[src/rtl/sat_accumulator_ovf.sv]
// sat_accumulator_ovf: signed running-sum accumulator at the end of a sample
// stream. Each accepted sample is added into a WIDTH-bit two's-complement
// total; signed overflow either wraps or clamps to MAX/MIN (sat_en), and is
// reported as a per-sample pulse, a held direction bit, a sticky flag and a
// saturating event counter. Every output comes straight from a flop.
//
// Handshake: in_valid is a one-sided valid. The block never back-pressures,
// so every cycle with in_valid=1 consumes in_data (and sat_en) on that rising
// edge. out_valid=1 for exactly one cycle after each accepted sample and marks
// that acc_out/cout/ovf_pulse describe that sample. out_valid=0 means acc_out
// and cout are simply holding.
module sat_accumulator_ovf #(
  parameter int WIDTH = 8,
  parameter int CNT_W = 8
) (
  input  logic             clk,
  input  logic             rst_n,
  input  logic             in_valid,
  input  logic [WIDTH-1:0] in_data,
  input  logic             sat_en,
  input  logic             clr,
  output logic [WIDTH-1:0] acc_out,
  output logic             out_valid,
  output logic             cout,
  output logic             ovf_pulse,
  output logic             ovf_dir,
  output logic             ovf_sticky,
  output logic [CNT_W-1:0] ovf_count
);

  localparam logic [WIDTH-1:0] MAX_VAL = {1'b0, {(WIDTH-1){1'b1}}};
  localparam logic [WIDTH-1:0] MIN_VAL = {1'b1, {(WIDTH-1){1'b0}}};
  localparam logic [CNT_W-1:0] CNT_MAX = {CNT_W{1'b1}};

  // Registered state
  logic [WIDTH-1:0] acc_q,        acc_d;
  logic             out_valid_q,  out_valid_d;
  logic             cout_q,       cout_d;
  logic             ovf_pulse_q,  ovf_pulse_d;
  logic             ovf_dir_q,    ovf_dir_d;
  logic             ovf_sticky_q, ovf_sticky_d;
  logic [CNT_W-1:0] ovf_count_q,  ovf_count_d;

  // Datapath intermediates
  logic [WIDTH:0]   sum;
  logic             ovf;
  logic             ovf_pos;
  logic [WIDTH-1:0] sat_val;

  // Add at WIDTH+1 bits and classify signed overflow against the stored total.
  always_comb begin
    sum     = {1'b0, acc_q} + {1'b0, in_data};
    // Like-signed operands whose result sign differs from them overflowed.
    ovf     = (acc_q[WIDTH-1] == in_data[WIDTH-1]) &&
              (sum[WIDTH-1] != acc_q[WIDTH-1]);
    // On overflow both operands share a sign, so acc's sign gives direction.
    ovf_pos = ~acc_q[WIDTH-1];
    sat_val = ovf_pos ? MAX_VAL : MIN_VAL;
  end

  // Next-state selection: clear / clear-and-load / accumulate / hold.
  always_comb begin
    acc_d        = acc_q;
    out_valid_d  = 1'b0;
    cout_d       = cout_q;
    ovf_pulse_d  = 1'b0;
    ovf_dir_d    = ovf_dir_q;
    ovf_sticky_d = ovf_sticky_q;
    ovf_count_d  = ovf_count_q;

    if (clr) begin
      // Clear wipes all status, including the held direction bit. A sample
      // arriving with clr is loaded as-is, so it cannot overflow.
      acc_d        = in_valid ? in_data : '0;
      out_valid_d  = in_valid;
      cout_d       = 1'b0;
      ovf_dir_d    = 1'b0;
      ovf_sticky_d = 1'b0;
      ovf_count_d  = '0;
    end else if (in_valid) begin
      out_valid_d = 1'b1;
      cout_d      = sum[WIDTH];
      acc_d       = (ovf && sat_en) ? sat_val : sum[WIDTH-1:0];
      if (ovf) begin
        ovf_pulse_d  = 1'b1;
        ovf_dir_d    = ovf_pos;
        ovf_sticky_d = 1'b1;
        if (ovf_count_q != CNT_MAX) begin
          ovf_count_d = ovf_count_q + CNT_W'(1);
        end
      end
    end
  end

  // State registers with synchronous active-low reset (overrides clr/in_valid).
  always_ff @(posedge clk) begin
    if (!rst_n) begin
      acc_q        <= '0;
      out_valid_q  <= 1'b0;
      cout_q       <= 1'b0;
      ovf_pulse_q  <= 1'b0;
      ovf_dir_q    <= 1'b0;
      ovf_sticky_q <= 1'b0;
      ovf_count_q  <= '0;
    end else begin
      acc_q        <= acc_d;
      out_valid_q  <= out_valid_d;
      cout_q       <= cout_d;
      ovf_pulse_q  <= ovf_pulse_d;
      ovf_dir_q    <= ovf_dir_d;
      ovf_sticky_q <= ovf_sticky_d;
      ovf_count_q  <= ovf_count_d;
    end
  end

  assign acc_out    = acc_q;
  assign out_valid  = out_valid_q;
  assign cout       = cout_q;
  assign ovf_pulse  = ovf_pulse_q;
  assign ovf_dir    = ovf_dir_q;
  assign ovf_sticky = ovf_sticky_q;
  assign ovf_count  = ovf_count_q;

endmodule

[config.mk]
export PLATFORM = sky130hd
export DESIGN_NAME = sat_accumulator_ovf
export DESIGN_NICKNAME = d
export VERILOG_FILES = /design/src/rtl/sat_accumulator_ovf.sv
export SDC_FILE = /design/constraint.sdc
export NUM_CORES = 1
export LEC_CHECK = 0
export CAP_MARGIN = 20
export CORE_ASPECT_RATIO = 1.2
export CORE_MARGIN = 2
export CORE_UTILIZATION = 40
export CTS_BUF_LIST = sky130_fd_sc_hd__clkbuf_4 sky130_fd_sc_hd__clkbuf_8 sky130_fd_sc_hd__clkbuf_16
export DETAILED_ROUTE_END_ITERATION = 8
export DONT_BUFFER_PORTS = 1
export PLACE_DENSITY = 0.55
export SLEW_MARGIN = 30
export SYNTH_ARGS = -nofsm -noshare
export SYNTH_HDL_FRONTEND = slang
export SYNTH_SLANG_ARGS = --single-unit
[constraint.sdc]
create_clock -name clk -period 3.7 [get_ports clk]
set_input_delay 0.555 -clock clk [delete_from_list [all_inputs] [get_ports clk]]
set_output_delay 0.555 -clock clk [all_outputs]
set_load 0.01 [all_outputs]
# --- Yosys cells after proc, flatten, opt, wreduce, memory -nomap -nowiden ---
# Index checks and enable logic that the tools add are counted.
# W data, S select, Z words.
word_totals:
  register_bits: 21
  in_bits: 13
  wordCells: 30
op_classes:
  eq_ne: 3
  n_reduce_logical: 7
  addsub: 2
  mux: 8
  bitwise_logic: 3
op_table:
  columns: ["operator", "n"]
  rows:
  - ["$mux W8", 5]
  - ["$add A8 B8 Y9", 1]
  - ["$add A8 B1 Y8 const B", 1]
  - ["$ne A8 B8 Y1 const B", 1]
  - ["$mux W1", 3]
  - ["$not A1 Y1", 3]
  - ["$reduce_and A3 Y1", 1]
  - ["$reduce_or A3 Y1", 1]
  - ["$logic_and A1 B1 Y1", 2]
  - ["$reduce_and A2 Y1", 1]
  - ["$reduce_bool A2 Y1", 1]
  - ["$reduce_or A2 Y1", 1]
  - ["$eq A1 B1 Y1", 1]
  - ["$ne A1 B1 Y1", 1]

# --- Longest topological paths before layout ---
# Gate-level depths: netlist of run 1.
logic_depth:
  depth_word: 7
  mapped_depth: 8
  mapped_depth_nobuf: 8

# --- Least setup slack after synthesis of run 1 ---
# Ideal clock, no wire load.
synth_path:
  path_type: "input port to flip-flop"
  from: "input port in_data[0]"
  to: "register acc_q[6] (netlist: acc_out[6])"
  setup_time_ns: 0.070
  path_slack_ns: 1.156
  arrival_ns: 2.474
  stages: 8
  path_buffers: 0
  cell_sequence: "ha_1 > fa_1 > a211o_1 > o211ai_1 > a21oi_1 > a2111o_1 > a221o_1 > a21oi_1"
synth_between:
  elab_chain_cells: 7
synth_lines:
  columns: ["element", "line_no", "rtl"]
  rows:
  - ["start: declaration", "19", "input logic [WIDTH-1:0] in_data,"]
  - ["$add A8 B8 Y9 *", "52", "sum = {1'b0, acc_q} + {1'b0, in_data};"]
  - ["$ne A1 B1 Y1", "55", "(sum[WIDTH-1] != acc_q[WIDTH-1]);"]
  - ["$logic_and A1 B1 Y1", "54", "ovf = (acc_q[WIDTH-1] == in_data[WIDTH-1]) &&"]
  - ["$logic_and A1 B1 Y1", "83", "acc_d = (ovf && sat_en) ? sat_val : sum[WIDTH-1:0];"]
  - ["$mux W8 *", "83", null]
  - ["$mux W8 *", "80", "end else if (in_valid) begin"]
  - ["$mux W8 *", "71", "if (clr) begin"]
  - ["end signal: assignment", "98", "acc_q <= '0;"]
  - ["end signal: assignment", "106", "acc_q <= acc_d;"]
  - ["end: declaration", "36", "logic [WIDTH-1:0] acc_q, acc_d;"]
# Every way passes the cells marked *; elsewhere a longest branch is shown, timed or not. The select of a mux whose other input is x is not followed.
# A chain may end at the register's enable or synchronous reset.

# --- Worst setup path after layout of run 1 ---
layout_path:
  from: "register acc_q[0] (netlist: acc_out[0])"
  to: "register acc_q[6] (netlist: acc_out[6])"
layout_between:
  elab_chain_cells: 7
layout_lines:
  columns: ["element", "line_no"]
  rows:
  - ["$add A8 B8 Y9 *", "52"]
  - ["$ne A1 B1 Y1", "55"]
  - ["$logic_and A1 B1 Y1", "54"]
  - ["$logic_and A1 B1 Y1", "83"]
  - ["$mux W8 *", "83"]
  - ["$mux W8 *", "80"]
  - ["$mux W8 *", "71"]
# Marks and branches as above.

==> run summary, run 1 <==
outcome - finished, final reports clean
WL/cell - 17.0 um
Clock transition at path regs - 0.08 ns
Fill cells - 331
crit path DAT - 2.74 ns
Setup Buffers After CTS - 0
first-pass GRT wire length - 5810 um
top area cells in the synthesized netlist - dfxtp_1 (30%), ha_1 (8.1%), a21oi_1 (5.7%)
Top delay family on crit path - compound AO/OA/AOI/OAI gates
FMAX - 0.393 GHz
number of cells on the worst hold path - 1
Post-synth ARST share - 0%
max capacitance violation total - 0
Clock Path Buffers - 2
Die ar. - 0.00399 sq mm
Final Setup Violations - 0
Area Overhead vs Synth - 5.01%
clock root buffer - clkbuf_8
drt drc - 0
pre-CTS WS - 1.00 ns
GR peak layer - met2
synthesized cell area - 0.00140 sq mm
Skew-Pair Late Insertion Delay - 0.27 ns
routability cong. - 0.881
Slew Limit Fails - 0
CP startpoint kind - flip-flop
Core ar. - 0.00334 sq mm
Post-synth EDFFs - 0
Distinct cells, synth - 43
most used cell, CP - a21oi_1
Post-Route WL - 3480 um
cts bufs inserted - 3
# diodes - 0
Slowest cell on crit path - fa_1
worst-path cell chain - ha_1 -> fa_1 -> a211o_1 -> o211ai_1 -> a21oi_1 -> a2111o_1 -> a221o_1 -> a21oi_1
Slew HR - 57.0%
RSZ-0062 raised after global routing - no
drt first pass iters - 4
leakage power - 0.000564 uW
hpwl dp - 2640 um
GR Util met3 - 2.43%
Levels on crit path - 8
TNS Setup - 0 ns
DRT iter0 DRCs - 78
vias in the first global route - 1246
pin count of the biggest net entering global routing - 17
Placed Cells - 200
CTS Sinks - 21
Slew @ Worst Pin - 0.643 ns
Synth area leader - dfxtp_1
commonest non-fill, non-tap cells in the layout - dfxtp_1 (21), nor2_1 (19), a21oi_1 (16), o21ai_0 (12), ha_1 (9)
final period utilization - 68.8%
GR Util met2 - 35.7%
RR Endpoint - acc_out[6]
post-route ant nets - 0
Mapped Avg Cell Area - 8.28 sq um
CTS hold repair buffers - 0
Tmin final - 2.54 ns
Row Count - 23
Synthesized Nets - 192
PortBufs - 0
pwr/cell area - 363 mW/mm^2
Resized cells post-CTS - 0
post-synth top area share - 30.1%
CP endpoint kind - flip-flop
Crit. Startpoint - acc_out[0]
Worst Setup EP - acc_out[6]
final non-filler cell total - 204
share of layout cells above drive strength 1 - 5.99%
WS Path Type - flip-flop to flip-flop
Fin. Hold Viols - 0
CTS HTree Levels - 1
Critical Path Fanout Max - 4
CTS tree - done
Placed Area - 0.00142 sq mm
met1 usage - 21.4%
FF-to-FF Start - acc_out[0]
Worst Reg2Reg Path Length in Cells - 8
Worst Path Required - 3.90 ns
yosys warns - 0
sequential-to-total area share from yosys stat - 30.1%
Max stage delay on crit path - 0.43 ns
maximum vdd drop - 0.222 mV
Starting Density - 41.9%
global route total overflow - 0
R2R setup slack - 1.16 ns
#FFs+latches synth - 21
initial antenna violation count - 0
HP Class - primary input to flip-flop
Syn Inst Count - 169
Setup WS post-layout - 1.16 ns
Buffers & Inverters on Critical Path - 0
height of the die - 68.8 um
design area - 0.00147 sq mm
commonest non-fill, non-tap cell in the layout - dfxtp_1
Vias/cell - 6.25
gr usage total - 18.9%
Final nets - 191
Clock Skews - 0.00515 ns
vias post-DR - 1275
Most used DFF post-synth - dfxtp_1
io pins - 34
DIE WIDTH - 58.0 um
[cells in the mapped netlist, types with 3 or more instances]
| cell type | number |
|---|---|
| a211o_1 | 4 |
| a21boi_0 | 3 |
| a21oi_1 | 16 |
| a221oi_1 | 3 |
| a22oi_1 | 3 |
| and2_1 | 4 |
| and3_1 | 3 |
| clkbuf_1 | 5 |
| dfxtp_1 | 21 |
| ha_1 | 9 |
| inv_1 | 3 |
| nand2_1 | 7 |
| nand2b_1 | 3 |
| nand3_1 | 6 |
| nor2_1 | 19 |
| nor2b_1 | 6 |
| nor3_1 | 3 |
| o21ai_0 | 12 |
| xnor2_1 | 3 |
| xor2_1 | 4 |
[where the power goes]
part | switching (uW) | internal (uW) | total (uW)
clock | 81.1 | 75.2 | 156
sequential | 15.7 | 235 | 251
combinational | 71.0 | 55.1 | 126
total | 168 | 365 | 533
[area by class of cell]
| class | count | area [sq um] | area share (%) |
|---|---|---|---|
| well taps | 37 | 46.3 | 3.15 |
| clock buffers | 3 | 41.3 | 2.81 |
| clock inverters | 1 | 5.00 | 0.341 |
| multi-input cells | 139 | 945 | 64.3 |
| flip-flops and latches | 21 | 420 | 28.6 |
| inverters | 3 | 11.3 | 0.767 |
[worst reg2reg max path, cell delays in order, from the launching register on]
cell and delay (ns):
dfxtp_1 0.37, ha_1 0.24, fa_1 0.43, a211o_1 0.31, o211ai_1 0.17, a21oi_1 0.18, a2111o_1 0.37, a221o_1 0.29
a21oi_1 0.12
[state kept, by name (all words and copies together) (netlist names)]
signal,count
ovf_count,8
ovf_pulse,1
ovf_dir,1
out_valid,1
ovf_sticky,1
cout,1
acc_out,8
[through the flow]
step	hold WS (ns)	total power [uW]	util [%]
CTS	0.393	539	44.0
detailed placement	0.535	382	42.6
global route	0.391	563	44.0
global placement	0.530	378	42.6
finish	0.393	533	44.0
floorplan	0.505	362	-
[worst min path at each step]
| stage | startpoint | to | slack, ns |
|---|---|---|---|
| 2_1_floorplan | ovf_sticky | ovf_sticky | 0.50 |
| 3_3_place_gp | ovf_sticky | ovf_sticky | 0.53 |
| 3_5_place_dp | ovf_sticky | ovf_sticky | 0.53 |
| 4_1_cts | in_valid | cout | 0.39 |
| 5_1_grt | in_valid | cout | 0.39 |
| 6_report | in_valid | cout | 0.39 |
[metal layers]
metal	vias to the layer above	share of wire, %
met5	-	0
met4	0	1.4
met3	6	4.0
met2	26	54
met1	615	41
li1	628	-
[cell families (layout without fill, tap and decap cells)]
logic type	Yosys count	after routing	share of synthesized area [%]
AOI/OAI and AO/OA	61	61	30.6
xor gates and xnor gates	7	7	4.38
adders and majority gates	10	10	9.48
buffers and inverters	9	7	2.41
DFF	21	21	30.1
and+or+nand+nor	61	61	23.1
Power figures use the tool's default switching activity.
==> run 2: changes to the inputs <==
==> constraint.sdc (replaced) <==
create_clock -name clk -period 2.5 [get_ports clk]
set_input_delay 0.375 -clock clk [delete_from_list [all_inputs] [get_ports clk]]
set_output_delay 0.375 -clock clk [all_outputs]
set_load 0.01 [all_outputs]
==> run 2 against run 1 <==
Combinational power grew 58%. Sequential power rose by 45%. Via count rose by 2.0%. Highest routed layer unchanged. Clock-buffer cell count stayed put. Critical path type unchanged. Critical path depth unchanged. Sequential share of layout area is 0.57 points lower.
==> run summary, run 2 (synthesis gave the netlist of run 1 again) <==
Worst Path Required - 2.70 ns (was 3.90 ns)
Final Setup Violations - 0 (unchanged)
drt first pass iters - 4 (unchanged)
outcome - finished, final reports clean (unchanged)
cts bufs inserted - 3 (unchanged)
CP startpoint kind - flip-flop (unchanged)
DRT iter0 DRCs - 50 (was 78)
Clock transition at path regs - 0.08 ns (about the same)
io pins - 34 (unchanged)
post-route ant nets - 0 (unchanged)
Clock Path Buffers - 2 (unchanged)
WS Path Type - flip-flop to flip-flop (unchanged)
Row Count - 23 (unchanged)
Die ar. - 0.00399 sq mm (unchanged)
Slew HR - 66.2% (was 57.0%)
vias post-DR - 1301 (was 1275)
pwr/cell area - 533 mW/mm^2 (was 363 mW/mm^2)
Tmin final - 2.37 ns (was 2.54 ns)
CP endpoint kind - flip-flop (unchanged)
drt drc - 0 (unchanged)
WL/cell - 16.9 um (was 17.0 um)
pin count of the biggest net entering global routing - 16 (was 17)
commonest non-fill, non-tap cell in the layout - dfxtp_1 (unchanged)
Fin. Hold Viols - 0 (unchanged)
gr usage total - 18.5% (was 18.9%)
DIE WIDTH - 58.0 um (unchanged)
final non-filler cell total - 208 (was 204)
Slew Limit Fails - 0 (unchanged)
clock root buffer - clkbuf_8 (unchanged)
leakage power - 0.000584 uW (was 0.000564 uW)
Slew @ Worst Pin - 0.506 ns (was 0.643 ns)
TNS Setup - 0 ns (unchanged)
maximum vdd drop - 0.335 mV (was 0.222 mV)
Clock Skews - 0.00185 ns (was 0.00515 ns)
Resized cells post-CTS - 0 (unchanged)
CTS HTree Levels - 1 (unchanged)
initial antenna violation count - 0 (unchanged)
commonest non-fill, non-tap cells in the layout - dfxtp_1 (21), nor2_1 (19), a21oi_1 (16), o21ai_0 (12), ha_1 (9) (unchanged)
# diodes - 0 (unchanged)
PortBufs - 0 (unchanged)
Core ar. - 0.00334 sq mm (unchanged)
FF-to-FF Start - acc_out[0] (unchanged)
Final nets - 195 (was 191)
Setup Buffers After CTS - 0 (unchanged)
vias in the first global route - 1299 (was 1246)
Placed Cells - 204 (was 200)
FMAX - 0.421 GHz (was 0.393 GHz)
Hold Slack - 0.193 ns (was 0.393 ns)
hpwl dp - 2640 um (about the same)
routability cong. - 0.874 (was 0.881)
Crit. Startpoint - acc_out[0] (unchanged)
Starting Density - 41.9% (unchanged)
hold path start - in_valid (unchanged)
first-pass GRT wire length - 5680 um (was 5810 um)
Setup WS post-layout - 0.126 ns (was 1.16 ns)
RSZ-0062 raised after global routing - no (unchanged)
CTS hold repair buffers - 0 (unchanged)
CTS tree - done (unchanged)
max capacitance violation total - 0 (unchanged)
crit path DAT - 2.58 ns (was 2.74 ns)
pre-CTS WS - 0.0555 ns (was 1.00 ns)
Post-Route WL - 3520 um (was 3480 um)
height of the die - 68.8 um (unchanged)
global route total overflow - 0 (unchanged)
share of layout cells above drive strength 1 - 8.19% (was 5.99%)
Area Overhead vs Synth - 7.16% (was 5.01%)
final period utilization - 94.9% (was 68.8%)
Skew-Pair Late Insertion Delay - 0.27 ns (about the same)
Critical Path Fanout Max - 3 (was 4)
Vias/cell - 6.25 (about the same)
CTS Sinks - 21 (unchanged)
HP Class - primary input to flip-flop (unchanged)
run 2: cell count changes in the layout (fill, tap and decap cells not counted), sizes merged:
cell and delta:
buf +4
run 2: per-stage QoR:
stage | utilization, % | total power, uW | instance area (sq um)
finish | 44.9 | 799 | 1500
CTS | 44.9 | 802 | 1500
floorplan | - | 536 | 1400
global placement | 43.5 | 565 | 1450
global route | 44.9 | 841 | 1500
detailed placement | 43.5 | 570 | 1450
run 2: area by class of cell:
class,instances,area [sq um]
Fill cell,343,1840
Multi-Input combinational cell,139,945
Sequential cell,21,420
Tap cell,37,46.3
Clock buffer,3,41.3
Timing Repair Buffer,4,30.0
Inverter,3,11.3
Clock inverter,1,5.00
run 2: path summary, 6_finish.rpt:
check / to / slack (ns) / cells after the start
worst min-delay path: cout / 0.19 / 1
worst max-delay path: acc_out[6] / 0.13 / 8
worst min register to register: ovf_sticky / 0.54 / 2
worst max register to register: acc_out[6] / 0.13 / 8
run 2: power breakdown:
group	internal [uW]	switching, uW	total, uW	leakage [uW]
registers	348	16.5	364	0.000171
logic	85.8	113	199	0.000388
clock network	111	124	236	0.0000255
total	545	254	799	0.000584
run 2: routing by layer:
metal	GRT usage, %	wire length [um]	vias to the layer above	part of all wire, %
met4	7.27	50	0	1.4
met5	0	0	-	0
met3	2.80	143	5	4.1
met1	18.8	1430	628	41
li1	-	-	639	-
met2	37.2	1900	29	54
run 2: worst max-delay path, cell delays in order (launching register included):
cell,delay (ns)
dfxtp_1,0.32
ha_1,0.21
fa_1,0.42
a211o_1,0.31
o211ai_1,0.11
a21oi_1,0.15
a2111o_1,0.36
a221o_1,0.30
a21oi_1,0.13
==> run 3: changes to the inputs <==
--- a/config.mk
+++ b/config.mk
@@ -12,8 +12,10 @@
 export CTS_BUF_LIST = sky130_fd_sc_hd__clkbuf_4 sky130_fd_sc_hd__clkbuf_8 sky130_fd_sc_hd__clkbuf_16
 export DETAILED_ROUTE_END_ITERATION = 8
 export DONT_BUFFER_PORTS = 1
+export MAX_ROUTING_LAYER = met4
 export PLACE_DENSITY = 0.55
-export SLEW_MARGIN = 30
+export REMOVE_ABC_BUFFERS = 1
+export SLEW_MARGIN = 20
 export SYNTH_ARGS = -nofsm -noshare
 export SYNTH_HDL_FRONTEND = slang
 export SYNTH_SLANG_ARGS = --single-unit
==> run 3 against run 2 <==
Cell area grew 0.42%. Critical endpoint unchanged. Highest routed layer unchanged. Fmax rose by 0.85%. Critical path depth unchanged. Wire length fell by 0.85%.
==> run summary, run 3 (synthesis gave the netlist of run 1 again) <==
outcome - finished, final reports clean (unchanged)
Placed Area - 0.00145 sq mm (unchanged)
hold path start - in_valid (unchanged)
Core ar. - 0.00334 sq mm (unchanged)
Slew HR - 68.6% (was 66.2%)
clock root buffer - clkbuf_8 (unchanged)
final non-filler cell total - 208 (unchanged)
Crit. Startpoint - acc_out[0] (unchanged)
pwr/cell area - 531 mW/mm^2 (was 533 mW/mm^2)
Post-Route WL - 3490 um (was 3520 um)
DIE WIDTH - 58.0 um (unchanged)
CTS Sinks - 21 (unchanged)
pin count of the biggest net entering global routing - 16 (unchanged)
Max stage delay on crit path - 0.42 ns (about the same)
Starting Density - 41.9% (unchanged)
final period utilization - 94.1% (was 94.9%)
height of the die - 68.8 um (unchanged)
FF-to-FF Start - acc_out[0] (unchanged)
io pins - 34 (unchanged)
Area Overhead vs Synth - 7.60% (was 7.16%)
drt first pass iters - 4 (unchanged)
DRT iter0 DRCs - 44 (was 50)
FMAX - 0.425 GHz (was 0.421 GHz)
Clock transition at path regs - 0.08 ns (about the same)
crit path DAT - 2.55 ns (was 2.58 ns)
worst-path cell chain - ha_1 -> fa_1 -> a211o_1 -> o211ai_1 -> a21oi_2 -> a2111o_1 -> a221o_1 -> a21oi_1 (was ha_1 -> fa_1 -> a211o_1 -> o211ai_1 -> a21oi_1 -> a2111o_1 -> a221o_1 -> a21oi_1)
cts bufs inserted - 3 (unchanged)
WS Path Type - flip-flop to flip-flop (unchanged)
post-route ant nets - 0 (unchanged)
vias post-DR - 1289 (was 1301)
RSZ-0062 raised after global routing - no (unchanged)
Clock Path Buffers - 2 (unchanged)
routability cong. - 0.883 (was 0.874)
Vias/cell - 6.20 (was 6.25)
Row Count - 23 (unchanged)
hpwl dp - 2600 um (was 2640 um)
CTS tree - done (unchanged)
TNS Setup - 0 ns (unchanged)
Final Setup Violations - 0 (unchanged)
leakage power - 0.000585 uW (was 0.000584 uW)
Tmin final - 2.35 ns (was 2.37 ns)
CP startpoint kind - flip-flop (unchanged)
global route total overflow - 0 (unchanged)
share of layout cells above drive strength 1 - 8.77% (was 8.19%)
Power, Total - 800 uW (was 799 uW)
Die ar. - 0.00399 sq mm (unchanged)
Skew-Pair Late Insertion Delay - 0.26 ns (was 0.27 ns)
Final nets - 195 (unchanged)
first-pass GRT wire length - 5650 um (was 5680 um)
commonest non-fill, non-tap cells in the layout - dfxtp_1 (21), nor2_1 (19), a21oi_1 (15), o21ai_0 (12), ha_1 (9) (was dfxtp_1 (21), nor2_1 (19), a21oi_1 (16), o21ai_0 (12), ha_1 (9))
Setup Buffers After CTS - 0 (unchanged)
design area - 0.00151 sq mm (was 0.00150 sq mm)
drt drc - 0 (unchanged)
Buffers & Inverters on Critical Path - 0 (unchanged)
commonest non-fill, non-tap cell in the layout - dfxtp_1 (unchanged)
Clock Skews - 0.00160 ns (was 0.00185 ns)
Worst Path Required - 2.70 ns (about the same)
WL/cell - 16.8 um (was 16.9 um)
gr usage total - 18.9% (was 18.5%)
initial antenna violation count - 0 (unchanged)
Critical Path Fanout Max - 3 (unchanged)
Placed Cells - 204 (unchanged)
Top delay family on crit path - compound AO/OA/AOI/OAI gates (unchanged)
Slowest cell on crit path - fa_1 (unchanged)
Slew @ Worst Pin - 0.470 ns (was 0.506 ns)
maximum vdd drop - 0.263 mV (was 0.335 mV)
PortBufs - 0 (unchanged)
CP endpoint kind - flip-flop (unchanged)
HP Class - primary input to flip-flop (unchanged)
Slew Limit Fails - 0 (unchanged)
vias in the first global route - 1224 (was 1299)
# diodes - 0 (unchanged)
CTS HTree Levels - 1 (unchanged)
Fin. Hold Viols - 0 (unchanged)
max capacitance violation total - 0 (unchanged)
run 3: cell types whose count changed in the layout (fill, tap and decap cells not counted), sizes merged:
cell,previous run,this run
clkbuf,3,4
clkinv,1,0
run 3: final cells by class:
type,count,area [sq um]
clock buffers,4,48.8
fillers,345,1830
inverters,3,11.3
multi-input cells,139,948
flip-flops and latches,21,420
well taps,37,46.3
repair buffers,4,30.0
run 3: final timing paths:
path,to,slack (ns),cells past startpoint
setup reg to reg,acc_out[6],0.15,8
hold reg to reg,ovf_sticky,0.54,2
hold / removal,cout,0.22,1
setup / recovery,acc_out[6],0.15,8
run 3: timing repair:
action	CTS	global route
resized for setup	0	1
setup endpoints to repair	0	1
hold buffers	0	0
run 3: through the flow:
step | utilization, % | worst slack [ns] | hold WS [ns]
2_1_floorplan | - | 0.137 | 0.475
3_3_place_gp | 43.5 | 0.117 | 0.478
3_5_place_dp | 43.5 | 0.0777 | 0.492
4_1_cts | 45.0 | 0.139 | 0.214
5_1_grt | 45.1 | 0.0300 | 0.204
6_report | 45.1 | 0.147 | 0.217
run 3: metal layers:
| metal | up-vias | share of wire (%) | global-route usage, % |
|---|---|---|---|
| li1 | 638 | - | - |
| met1 | 619 | 42 | 21.4 |
| met2 | 28 | 53 | 33.7 |
| met3 | 4 | 4.4 | 3.36 |
| met4 | 0 | 0.89 | 6.10 |
| met5 | - | 0 | - |
run 3: power by group:
part	switching [uW]	internal [uW]	total, uW
clock	111	124	236
sequential	16.1	348	364
combinational	114	86.1	200
total	242	558	800
